==> src/rtl/sys_rmw_pkg.sv <==
// Shared types and constants for the sys_rmw_gen read-modify-write exerciser.
// The enum encoding is also exported on the top-level state_o debug port.
package sys_rmw_pkg;

  typedef enum logic [2:0] {
    ST_SEED = 3'd0,
    ST_GEN  = 3'd1,
    ST_RD   = 3'd2,
    ST_CALC = 3'd3,
    ST_WR   = 3'd4,
    ST_GAP  = 3'd5
  } state_t;

  localparam logic [63:0] LFSR_TAPS = 64'hD800_0000_0000_0000;
  localparam logic [63:0] SEED_DFLT = 64'h1;

  // An all-zero state would lock the LFSR, so it is replaced by SEED_DFLT.
  function automatic logic [63:0] seed_or_default(input logic [63:0] seed);
    return (seed == 64'h0) ? SEED_DFLT : seed;
  endfunction

endpackage

==> src/rtl/lfsr64_galois.sv <==
// Combinational next-state function of the 64-bit right-shifting Galois LFSR
// (x^64+x^63+x^61+x^60+1, feedback taken from bit 0).
module lfsr64_galois
  import sys_rmw_pkg::*;
(
  input  logic [63:0] state_i,
  output logic [63:0] next_o
);

  assign next_o = (state_i >> 1) ^ (state_i[0] ? LFSR_TAPS : 64'h0);

endmodule

==> src/rtl/sys_rmw_gen.sv <==
// Self-running read-modify-write memory exerciser on a single-outstanding req/wr/rdy bus.
// Optional feature macro OP_COUNT_EN adds op_count, a wrapping count of completed writes.
module sys_rmw_gen
  import sys_rmw_pkg::*;
#(
  parameter int          DATA_W = 64,
  parameter int          ADDR_W = 64,
  parameter int unsigned INCR   = 1
) (
  input  logic              clk,
  input  logic              rst,
  output logic [ADDR_W-1:0] addr,
  input  logic [DATA_W-1:0] din,
  output logic [DATA_W-1:0] dout,
  output logic              req,
  output logic              wr,
  input  logic              rdy,
  input  logic [15:0]       seed0,
  input  logic [15:0]       seed1,
  input  logic [15:0]       seed2,
  input  logic [15:0]       seed3,
  input  logic [ADDR_W-1:0] range,
`ifdef OP_COUNT_EN
  output logic [31:0]       op_count,
`endif
  output logic [2:0]        state_o
);

  // Bus handshake: req rises with addr/wr/dout already valid and all four stay
  // frozen until the slave's one-cycle rdy pulse is sampled; req then drops and
  // stays low for at least one full cycle before the next request.

  state_t            state_q;
  logic [63:0]       lfsr_q;
  logic [63:0]       lfsr_d;
  logic [ADDR_W-1:0] addr_q;
  logic [DATA_W-1:0] data_q;
  logic [DATA_W-1:0] dout_q;
  logic              req_q;
  logic              wr_q;
  logic [63:0]       seed_cat;
`ifdef OP_COUNT_EN
  logic [31:0]       op_count_q;
`endif

  assign seed_cat = {seed3, seed2, seed1, seed0};

  lfsr64_galois u_lfsr (
    .state_i (lfsr_q),
    .next_o  (lfsr_d)
  );

  always_ff @(posedge clk or posedge rst) begin
    if (rst) begin
      state_q    <= ST_SEED;
      lfsr_q     <= 64'h0;
      addr_q     <= '0;
      data_q     <= '0;
      dout_q     <= '0;
      req_q      <= 1'b0;
      wr_q       <= 1'b0;
`ifdef OP_COUNT_EN
      op_count_q <= 32'h0;
`endif
    end else begin
      case (state_q)
        ST_SEED: begin
          lfsr_q  <= seed_or_default(seed_cat);
          state_q <= ST_GEN;
        end
        // The LFSR advances here only, so exactly once per read/write pair.
        ST_GEN: begin
          lfsr_q  <= lfsr_d;
          addr_q  <= lfsr_d[ADDR_W-1:0] & range;
          req_q   <= 1'b1;
          wr_q    <= 1'b0;
          state_q <= ST_RD;
        end
        ST_RD: begin
          if (rdy) begin
            data_q  <= din;
            req_q   <= 1'b0;
            state_q <= ST_CALC;
          end
        end
        ST_CALC: begin
          dout_q  <= data_q + DATA_W'(INCR);
          req_q   <= 1'b1;
          wr_q    <= 1'b1;
          state_q <= ST_WR;
        end
        ST_WR: begin
          if (rdy) begin
            req_q      <= 1'b0;
            wr_q       <= 1'b0;
            state_q    <= ST_GAP;
`ifdef OP_COUNT_EN
            op_count_q <= op_count_q + 32'd1;
`endif
          end
        end
        ST_GAP: begin
          state_q <= ST_GEN;
        end
        default: begin
          req_q   <= 1'b0;
          wr_q    <= 1'b0;
          state_q <= ST_SEED;
        end
      endcase
    end
  end

  assign addr    = addr_q;
  assign dout    = dout_q;
  assign req     = req_q;
  assign wr      = wr_q;
  assign state_o = state_q;
`ifdef OP_COUNT_EN
  assign op_count = op_count_q;
`endif

endmodule

==> config.mk <==
export PLATFORM = sky130hd
export DESIGN_NAME = sys_rmw_gen
export DESIGN_NICKNAME = d
export VERILOG_FILES = /design/src/rtl/sys_rmw_pkg.sv /design/src/rtl/lfsr64_galois.sv /design/src/rtl/sys_rmw_gen.sv
export SDC_FILE = /design/constraint.sdc
export NUM_CORES = 1
export LEC_CHECK = 0
export CELL_PAD_IN_SITES_DETAIL_PLACEMENT = 1
export CELL_PAD_IN_SITES_GLOBAL_PLACEMENT = 1
export CORE_MARGIN = 2
export CORE_UTILIZATION = 35
export DETAILED_ROUTE_END_ITERATION = 10
export GPL_TIMING_DRIVEN = 0
export PLACE_DENSITY_LB_ADDON = 0.3
export SLEW_MARGIN = 20
export SYNTH_ARGS = -nofsm -noshare
export SYNTH_HDL_FRONTEND = slang
export SYNTH_HIERARCHICAL = 1
export SYNTH_SLANG_ARGS = --single-unit
export TNS_END_PERCENT = 30
==> constraint.sdc <==
create_clock -name clk -period 12.4 [get_ports clk]
set_input_delay 2.48 -clock clk [delete_from_list [all_inputs] [get_ports clk]]
set_output_delay 2.48 -clock clk [all_outputs]
set_load 0.02 [all_outputs]
==> impl_metrics.json <==
{
  "synth_ff_type": "dfrtp_1",
  "relSlewSlack_pct": 46.89,
  "tightest_slew_ns": 0.7966,
  "via_per_inst": 4.947,
  "status": "finished clean",
  "power_frac_comb_pct": 44.1,
  "initial_core_util_pct": 35.52,
  "cap_violations": 0,
  "track_usage_pct": 22.20,
  "syn_area_per_cell_um2": 9.974,
  "intPower_w": 0.002604,
  "hold_buffers": 0,
  "critical_path_arrival_ns": 4.72,
  "clk_latency_ns": 0.55,
  "async_flop_share_pct": 100.0,
  "ctsResizeCount": 0,
  "cts_buffers": 29,
  "antenna_found_initial": 5,
  "grt_overflow": 0,
  "total_power_w": 0.004271,
  "path_max_fanout": 10,
  "vdd_drop_max_mv": 0.1113,
  "area_growth_pct": 39.50,
  "max_freq_mhz": 233.0,
  "n_fill_cell": 3889,
  "syn_area_um2": 12270,
  "cts_tree": "yes",
  "skew_ns": 0.01160,
  "worstSetupStartpointType": "input port",
  "wl_per_cell_um": 19.55,
  "synth_fp_nets": 1426,
  "setup_viol": 0,
  "nets": 1786,
  "cts-root-buf": "clkbuf_16",
  "fp.dieH_um": 191.2,
  "synth_warnings": 6,
  "io-pin-count": 328,
  "rsz0062_at_grt": "no",
  "port_buffers": 327,
  "routed_wl_um": 40410,
  "final_cell_area_um2": 17110,
  "ant_nets": 0,
  "sw_frac_of_total_pct": 39.02,
  "grt_pass1_wl_um": 63810,
  "power_density_nw_per_um2": 249.5,
  "grt_max_degree": 100,
  "post-route-util_pct": 49.54,
  "dieArea_um2": 36570,
  "ys_ff_latch": 261,
  "power.leakage_nw": 7.229,
  "dp.cells": 2014,
  "fin_crit_ns": 4.292,
  "hold_path.class": "reg -> reg",
  "die_x_um": 191.2,
  "period_share_pct": 34.61,
  "layout-drive-gt1-share_pct": 12.10,
  "netlist_instances": 1230,
  "clkPwrFrac_pct": 20.0,
  "clkSlewWorstSetupHoldPaths_ns": 0.06,
  "place.detailed.hpwl_um": 30710,
  "path_class": "in -> reg",
  "core_um2": 34540,
  "finalSetupTns_ns": 0,
  "pwr-share-seq_pct": 36.0,
  "drc": 0,
  "drtIter0Drc": 329,
  "cts.sinks": 261,
  "maxSlewViolCount": 0,
  "end_kind": "register",
  "switchingPower_w": 0.001666,
  "postCtsSetupRepairBufs": 0,
  "cts_buffer_depth": 3,
  "ys_seq_area_share_pct": 53.24,
  "postPlaceCellArea_um2": 16170,
  "grt_pass1_vias": 11330,
  "htree_levels": 1,
  "synth_edf_count": 0,
  "hold_viol": 0,
  "num_rows": 68,
  "gp_congestion": 0.8203,
  "drtPass1Iterations": 4,
  "crit_required_ns": 12.83,
  "final_cells": 2067,
  "synthDistinctLibCells": 43,
  "dr_total_vias": 10230
}
==> final timing paths <==
kind	slack [ns]	startpoint	to	depth (start not counted)
min in group asynchronous	2.46	rst	req	2
min	0.48	dout[43]	dout[43]	2
max	8.11	rdy	data_q[48]	7
max reg2reg	9.55	state_o[1]	state_o[2]	7
max in group asynchronous	8.96	rst	data_q[9]	3
min reg2reg	0.48	dout[43]	dout[43]	2
==> cells in the final DEF (no fill, tap or decap), types with 2 or more instances in the layout <==
cell type / n
and4_1: 4
buf_4: 61
nor4_1: 22
nand3_1: 26
nor3_1: 16
or2_2: 2
or4_1: 2
clkbuf_1: 55
nand2_1: 293
nand4_1: 18
buf_16: 2
buf_2: 6
mux2_2: 62
clkbuf_8: 9
nand4b_4: 2
nor4_2: 6
nor2b_1: 3
xor2_1: 32
clkbuf_16: 29
dfrtp_1: 261
nor2_1: 24
inv_1: 7
and3_1: 9
xnor2_1: 33
buf_1: 6
clkinv_2: 8
or3_1: 4
mux2i_1: 64
o21ai_0: 187
and4b_1: 2
o21ai_1: 11
clkdlybuf4s50_1: 327
==> worst max-delay path, cell delays in order <==
cell and delay [ns]:
clkdlybuf4s50_1 0.53, nor2b_1 0.20, and2_1 0.15, clkbuf_1 0.29
buf_2 0.35, buf_2 0.34, mux2_2 0.37
==> sequential cells by signal (all words and copies together) (netlist names) <==
signal   count
req          1
lfsr_q      64
state_o      3
wr           1
addr        64
data_q      64
dout        64
==> layer usage <==
metal	GRT usage, %	part of all wire (%)
met1	26.10	40
met2	39.60	50
met3	6.811	7.8
met4	4.911	2.2
met5	0	0.11
==> Yosys cell counts (3+ instances only) <==
library cell | count | area, µm²
and4_1 | 4 | 35.03
nand4_1 | 18 | 112.6
nor3_1 | 16 | 80.08
buf_2 | 6 | 30.03
or3_1 | 4 | 25.02
nor2_1 | 24 | 90.09
nor2b_1 | 3 | 18.77
mux2i_1 | 64 | 640.6
inv_1 | 8 | 30.03
dfrtp_1 | 261 | 6531
nand3_1 | 26 | 130.1
nor4_1 | 22 | 137.6
clkbuf_1 | 50 | 187.7
o21ai_0 | 187 | 935.9
xor2_1 | 32 | 280.3
nand2_1 | 293 | 1100
buf_4 | 61 | 457.9
and3_1 | 9 | 56.30
xnor2_1 | 33 | 289.0
mux2_2 | 62 | 698.2
nor4_2 | 6 | 75.07
buf_1 | 6 | 22.52
o21ai_1 | 11 | 55.05
==> kinds of logic after synthesis <==
group	after synthesis	synth area share, %
AO/OA/AOI/OAI	204	8.485
XOR/XNOR	65	4.641
adder cells (fa/ha/maj)	1	0.1020
buffers and inverters	131	5.936
flip-flops	261	53.24
multiplexers	126	10.91
AND/OR/NAND/NOR	442	16.69
==> power groups by stage <==
| stage | Combinational [W] | Clock, W | Sequential [W] |
|---|---|---|---|
| 3_3_place_gp | 0.00185 | 0 | 0.00153 |
| 6_report | 0.00188 | 0.000853 | 0.00154 |
| 2_1_floorplan | 0.000974 | 0 | 0.00167 |
| 4_1_cts | 0.00192 | 0.000875 | 0.00154 |
| 3_5_place_dp | 0.00190 | 0 | 0.00155 |
| 5_1_grt | 0.00208 | 0.000914 | 0.00159 |
==> cell type report <==
cell class | instances | area (µm²) | share of cell area [%]
Antenna cell | 1 | 2.502 | 0.01462
Buffer | 123 | 698.2 | 4.080
Clock buffer | 43 | 868.3 | 5.074
Tap cell | 455 | 569.3 | 3.327
Sequential cell | 261 | 6531 | 38.16
Multi-Input combinational cell | 838 | 5009 | 29.27
Inverter | 8 | 37.54 | 0.2193
Clock inverter | 9 | 70.07 | 0.4094
Timing Repair Buffer | 329 | 3328 | 19.45
==> per-stage QoR <==
stage               setup WS [ns]  hold slack [ns]
CTS                         8.126           0.4842
floorplan                   2.737           0.4510
detailed placement          7.546           0.4704
global placement           -1.032           0.4621
global route                8.016           0.5042
finish                      8.108           0.4755
Power figures use the tool's default switching activity.
